[src/rtl/instr_encoder.sv]
// ---------------------------------------------------------------------------
// instr_encoder
//
// Turns a stream of instruction fields into 32-bit machine words and writes
// them into an instruction memory at consecutive word addresses from 0.
//
// The encoder packs each accepted instruction into its machine word and pushes
// it into a small FIFO. The writer pops one word per cycle and presents it on
// the registered memory-write port. Loading ends in STOP once the HLT word has
// been written. It also ends in STOP if an illegal class is seen, or if the
// address space is exhausted while a word is still waiting.
//
// Parameters
//   ADDR_W      instruction-memory word-address width
//   FIFO_DEPTH  encoded-word buffer entries (power of two, >= 2)
//
// Ports
//   clk, rst_n            clock, asynchronous active-low reset
//   start                 one-cycle pulse: clear everything and begin a load
//   in_valid / in_ready   handshake for the in_* instruction fields
//   in_class              0=ADD 1=ADDI 2=SW 3=BEQZ 4=HLT, 5..7 illegal
//   in_rs, in_rt, in_rd   register fields
//   in_imm                16-bit immediate
//   imem_we/addr/wdata    registered instruction-memory write port
//   busy                  state is LOAD or DRAIN
//   done                  sticky, HLT word written
//   err                   sticky, illegal class or address overflow
// ---------------------------------------------------------------------------
module instr_encoder #(
  parameter int ADDR_W     = 6,
  parameter int FIFO_DEPTH = 4
) (
  input  logic              clk,
  input  logic              rst_n,
  input  logic              start,
  input  logic              in_valid,
  output logic              in_ready,
  input  logic [2:0]        in_class,
  input  logic [4:0]        in_rs,
  input  logic [4:0]        in_rt,
  input  logic [4:0]        in_rd,
  input  logic [15:0]       in_imm,
  output logic              imem_we,
  output logic [ADDR_W-1:0] imem_addr,
  output logic [31:0]       imem_wdata,
  output logic              busy,
  output logic              done,
  output logic              err
);

  localparam int PTR_W = $clog2(FIFO_DEPTH);
  localparam logic [PTR_W:0] DEPTH_C = (PTR_W+1)'(FIFO_DEPTH);

  localparam logic [5:0] OP_ADD  = 6'b000000;
  localparam logic [5:0] OP_ADDI = 6'b001001;
  localparam logic [5:0] OP_SW   = 6'b001000;
  localparam logic [5:0] OP_BEQZ = 6'b001101;
  localparam logic [5:0] OP_HLT  = 6'b000101;

  localparam logic [2:0] CLS_HLT = 3'd4;

  typedef enum logic [1:0] {
    IDLE  = 2'd0,
    LOAD  = 2'd1,
    DRAIN = 2'd2,
    STOP  = 2'd3
  } state_t;

  // Class codes 0..4 are the only legal ones.
  function automatic logic class_legal(input logic [2:0] cls);
    return (cls <= CLS_HLT);
  endfunction

  // Pack the instruction fields into a machine word. Illegal classes yield 0,
  // but that word is never pushed.
  function automatic logic [31:0] encode(
    input logic [2:0]  cls,
    input logic [4:0]  rs,
    input logic [4:0]  rt,
    input logic [4:0]  rd,
    input logic [15:0] imm
  );
    logic [31:0] w;
    w = 32'd0;
    case (cls)
      3'd0:    w = {OP_ADD,  rs, rt, rd, 11'b0};
      3'd1:    w = {OP_ADDI, rs, rt, imm};
      3'd2:    w = {OP_SW,   rs, rt, imm};
      3'd3:    w = {OP_BEQZ, rs, 5'b0, imm};   // rt is ignored for BEQZ
      3'd4:    w = {OP_HLT,  26'b0};
      default: w = 32'd0;
    endcase
    return w;
  endfunction

  state_t            state;
  logic [31:0]       fifo_mem [FIFO_DEPTH];
  logic [PTR_W-1:0]  wr_ptr;
  logic [PTR_W-1:0]  rd_ptr;
  logic [PTR_W:0]    count;
  // One extra bit so the counter can sit at 2^ADDR_W after the last address
  // without wrapping back to 0.
  logic [ADDR_W:0]   wr_cnt;

  logic              fifo_full;
  logic              fifo_empty;
  logic              hs_p0;
  logic              legal_p0;
  logic              is_hlt_p0;
  logic              vld_p0;
  logic [31:0]       word_p0;
  logic              active;
  logic              pop_req;
  logic              addr_exhausted;
  logic              vld_p1;
  logic              overflow;
  logic [31:0]       head_word;
  logic              head_is_hlt;

  // ---- stage p0: accept and encode the incoming instruction ----
  assign fifo_full  = (count == DEPTH_C);
  assign fifo_empty = (count == '0);

  // A pop in the same cycle does not free space for the input: full means
  // not ready. start also blocks acceptance.
  assign in_ready  = (state == LOAD) && !fifo_full && !err && !start;
  assign hs_p0     = in_valid && in_ready;
  assign legal_p0  = class_legal(in_class);
  assign is_hlt_p0 = (in_class == CLS_HLT);
  assign vld_p0    = hs_p0 && legal_p0;
  assign word_p0   = encode(in_class, in_rs, in_rt, in_rd, in_imm);

  // ---- stage p1: pop from the FIFO and drive the memory write ----
  assign active         = (state == LOAD) || (state == DRAIN);
  assign pop_req        = active && !fifo_empty && !start;
  assign addr_exhausted = wr_cnt[ADDR_W];
  assign vld_p1         = pop_req && !addr_exhausted;
  // A word is still waiting, but the last address has already been used.
  assign overflow       = pop_req && addr_exhausted;
  assign head_word      = fifo_mem[rd_ptr];
  assign head_is_hlt    = (head_word[31:26] == OP_HLT);

  assign busy = active;

  // FIFO storage is pure data; the pointers and count qualify it.
  always_ff @(posedge clk) begin
    if (vld_p0) begin
      fifo_mem[wr_ptr] <= word_p0;
    end
  end

  always_ff @(posedge clk or negedge rst_n) begin
    if (!rst_n) begin
      state      <= IDLE;
      wr_ptr     <= '0;
      rd_ptr     <= '0;
      count      <= '0;
      wr_cnt     <= '0;
      imem_we    <= 1'b0;
      imem_addr  <= '0;
      imem_wdata <= '0;
      done       <= 1'b0;
      err        <= 1'b0;
    end else if (start) begin
      // A restart discards any buffered words and any pending write.
      // The memory address and data outputs keep their last values.
      state   <= LOAD;
      wr_ptr  <= '0;
      rd_ptr  <= '0;
      count   <= '0;
      wr_cnt  <= '0;
      imem_we <= 1'b0;
      done    <= 1'b0;
      err     <= 1'b0;
    end else begin
      imem_we <= vld_p1;

      if (vld_p0) begin
        wr_ptr <= wr_ptr + 1'b1;
      end

      if (vld_p1) begin
        rd_ptr     <= rd_ptr + 1'b1;
        imem_addr  <= wr_cnt[ADDR_W-1:0];
        imem_wdata <= head_word;
        wr_cnt     <= wr_cnt + 1'b1;
        if (head_is_hlt) begin
          done <= 1'b1;
        end
      end

      count <= count + {{PTR_W{1'b0}}, vld_p0} - {{PTR_W{1'b0}}, vld_p1};

      if ((hs_p0 && !legal_p0) || overflow) begin
        err <= 1'b1;
      end

      case (state)
        LOAD: begin
          if (hs_p0 && !legal_p0) begin
            state <= STOP;
          end else if (hs_p0 && is_hlt_p0) begin
            state <= DRAIN;
          end
        end
        DRAIN: begin
          if (vld_p1 && head_is_hlt) begin
            state <= STOP;
          end
        end
        default: state <= state;
      endcase

      // Exhausting the address space ends the load regardless of the above.
      if (overflow) begin
        state <= STOP;
      end
    end
  end

endmodule

[config.mk]
export PLATFORM = sky130hd
export DESIGN_NAME = instr_encoder
export DESIGN_NICKNAME = d
export VERILOG_FILES = /design/src/rtl/instr_encoder.sv
export SDC_FILE = /design/constraint.sdc
export NUM_CORES = 1
export LEC_CHECK = 0
export ABC_CLOCK_PERIOD_IN_PS = 3800
export BUFFER_PORTS_ARGS = -buffer_cell sky130_fd_sc_hd__buf_2
export CAP_MARGIN = 20
export CORE_ASPECT_RATIO = 1.5
export CORE_MARGIN = 2
export CORE_UTILIZATION = 45
export CTS_CLUSTER_SIZE = 14
export DETAILED_ROUTE_END_ITERATION = 10
export PLACE_DENSITY = 0.74
export SETUP_SLACK_MARGIN = 0.15
export SKIP_CTS_REPAIR_TIMING = 1
export SYNTH_ARGS = -nofsm -noshare
export SYNTH_HDL_FRONTEND = slang
export SYNTH_SLANG_ARGS = --single-unit
[constraint.sdc]
create_clock -name clk -period 3.8 [get_ports clk]
set_input_delay 0.76 -clock clk [delete_from_list [all_inputs] [get_ports clk]]
set_output_delay 0.76 -clock clk [all_outputs]
set_load 0.02 [all_outputs]
==> impl_metrics.toml <==
[status]
status = "finished clean"

[power_and_ir_drop]
p_int_uw = 3813
swShare_pct = 31.78
p_leak_uw = 0.003264
p_per_area_nw_per_um2 = 693.8
p_seq_share_pct = 43.3
p_sw_uw = 1777
clockPowerShare_pct = 31.1
ir_drop_mv = 0.3856
p_total_uw = 5590
combPwrFrac_pct = 25.6

[global_route]
first_global_vias = 4050
grt_max_degree = 42
antenna_found_initial = 0
grtUsageTotal_pct = 17.01
grt_overflow = 0
grt_pass1_wl_mm = 20.80

[sta]
whs_ps = 459.9
tightestPinTransition_ps = 939.3
finClkSkew_ps = 8.862
setup_viol = 0
period_needed_ps = 2724
finalMaxSlewViolations = 0
tns_ps = 0
hold_violations = 0
max_freq_mhz = 367.1
max_slew_margin_pct = 37.15
rsz0062_at_grt = "no"
period_share_pct = 71.69

[setup_path]
required_ps = 4100
worst-r2r-cell-count = 13
cp-end-kind = "register"
critPathMaxFanout = 7
critPathLaunchType = "register"
rr_startpoint = "state[1]$_DFFE_PN0P_"
worstSetupStartpoint = "state[1]$_DFFE_PN0P_"
r2r_slack_ps = 1080
reg2reg_to = "count[2]$_DFF_PN0_"
worstPathArrival_ps = 3020
crit_type = "register to register"

[drt]
wire_per_inst_microns = 17.20
wl_mm = 12.96
dr_total_vias = 3840
drtIter0Drc = 255
drc = 0
vias_per_cell = 5.100
dr.pass1.iters = 4
antenna_left = 0

[clock_tree]
cts_tree = "yes"
h-tree-depth = 4
cts_root_buffer = "clkbuf_16"
cts_buffers = 17
clock_path_buffers = 2
cts.clk_slew.worst_paths_ps = 70
cts_sinks = 170
insertion_delay_ps = 420

[die]
die_w_microns = 105.0
rows = 55
dieArea_sq_um = 16310
die_h_microns = 155.4
core_sq_um = 15000
start_util_pct = 45.85
io_pins = 81

[yosys]
synth_compound_area_share_pct = 2.510
synth_fa_ha_area_share_pct = 1.928
synthFlopType = "edfxtp_1"
synth_area_sq_um = 6879
netlist_instances = 457
avgSynthCellArea_sq_um = 15.05
async_reset_ff_share_pct = 31.76
ys_warn_count = 0
synth_top_family_by_area = "simple AND/OR/NAND/NOR gates"
synth_simple_gate_area_share_pct = 11.68
yosysUniqueCellTypes = 43
postSynthRegisterBits = 170
synth_xor_area_share_pct = 0.6366
synth_edf_count = 116
synth_mux_area_share_pct = 10.22
synth-seq-area-share_pct = 70.28

[place]
io_buffers = 77
place.gp.congestion = 0.7924
dp_hpwl_mm = 8.343

[cells_and_area]
area_delta_synth_final_pct = 17.12
fin_nets = 589
drive_gt1_share_pct = 27.80
diodes = 0

[min_path]
hold_class = "input port to async pin"

[flow_run]
max_cap_violations = 0
## stage by stage
step                worst slack (ps)  util, %  area, sq um  instances
global route                   886.9    53.70         8056        753
floorplan                      761.7        -         6887        459
global placement               792.1    49.71         7457        721
finish                          1076    53.70         8056        753
detailed placement             660.3    49.71         7457        721
CTS                             1065    53.70         8056        753
## cell type report
cell class / count / area [sq um]
inverter: 12 / 45.04
sequential: 170 / 4836
multi-input combinational: 253 / 1867
tap: 199 / 249.0
fill: 1245 / 6945
clock inverter: 15 / 173.9
clock buffer: 17 / 425.4
timing repair buffer: 87 / 460.4
## cell families after synthesis
family,Yosys count
fa+ha+maj,10
buf+inv,36
simple gates,175
mux,34
xor+xnor,5
other cells,1
compound gates,26
flops,170
## worst max-delay path, cell delays in order, from the launching register on
cell,delay [ps]
dfrtp_1,410
inv_1,70
ha_1,200
nand4bb_1,170
nor3b_2,400
inv_1,100
ha_1,280
inv_1,60
ha_1,130
inv_1,50
fa_1,370
xor2_1,180
xnor2_1,140
nor2_1,60
## synthesized netlist by cell type (2+ instances only)
cell | n | area (sq um)
nand2_1 | 117 | 439.2
edfxtp_1 | 116 | 3483
dfrtp_1 | 54 | 1351
mux4_2 | 29 | 653.1
and2_1 | 20 | 125.1
inv_1 | 11 | 41.29
nor2_1 | 11 | 41.29
clkbuf_1 | 10 | 37.54
ha_1 | 9 | 112.6
a21oi_1 | 8 | 40.04
buf_4 | 8 | 60.06
nor2b_1 | 8 | 50.05
o21ai_0 | 8 | 40.04
mux2i_1 | 5 | 50.05
buf_2 | 4 | 20.02
xnor2_1 | 4 | 35.03
nor3_1 | 3 | 15.01
nor4b_1 | 3 | 26.28
a21o_1 | 2 | 15.01
buf_6 | 2 | 22.52
nand4bb_1 | 2 | 22.52
nor3b_1 | 2 | 15.01
## metal layers
metal | part of all wire, % | up-vias | global-route usage [%]
li1 | - | 1800 | -
met1 | 39 | 1915 | 20.14
met4 | 1.8 | 0 | 6.095
met5 | 0 | - | 0
met2 | 54 | 110 | 29.78
met3 | 5.0 | 15 | 4.650
## sequential cells by signal (all words and copies together) (netlist names)
| register | flops |
|---|---|
| count | 3 |
| wr_cnt | 7 |
| imem_wdata | 29 |
| rd_ptr | 2 |
| done | 1 |
| err | 1 |
| wr_ptr | 2 |
| imem_addr | 6 |
| state | 2 |
| imem_we | 1 |
| fifo_mem | 116 |
## worst max-delay path by stage
stage	cells after the start	to	slack (ps)
final	13	count[2]$_DFF_PN0_	1080
after global routing	13	count[2]$_DFF_PN0_	890
after CTS	13	count[2]$_DFF_PN0_	1060
after detailed placement	12	count[2]$_DFF_PN0_	660
after global placement	12	count[2]$_DFF_PN0_	790
after floorplan	14	count[2]$_DFF_PN0_	760
## power by group through the flow
stage	combinational (uW)	clock, uW	sequential [uW]
final	1430	1740	2420
after global routing	1580	1840	2460
after CTS	1460	1770	2430
after detailed placement	1450	0	2460
after global placement	1410	0	2450
after floorplan	926	0	2580
## layout by cell type (no fill, tap or decap), types with 2 or more instances in the layout
| cell | instances |
|---|---|
| inv_1 | 11 |
| xnor2_1 | 4 |
| buf_4 | 10 |
| edfxtp_1 | 116 |
| inv_8 | 2 |
| nor2_1 | 11 |
| clkbuf_16 | 17 |
| buf_2 | 77 |
| o21ai_0 | 8 |
| ha_1 | 9 |
| nor3b_1 | 2 |
| mux2i_1 | 5 |
| nor4b_1 | 3 |
| mux4_2 | 29 |
| nand4bb_1 | 2 |
| nand2_1 | 117 |
| and2_1 | 20 |
| dfrtp_1 | 53 |
| conb_1 | 3 |
| bufinv_16 | 2 |
| nor2b_1 | 8 |
| a21oi_1 | 8 |
| nor3_1 | 3 |
| inv_6 | 8 |
| a21o_1 | 2 |
Note: power is estimated with default switching activity, not from simulation.
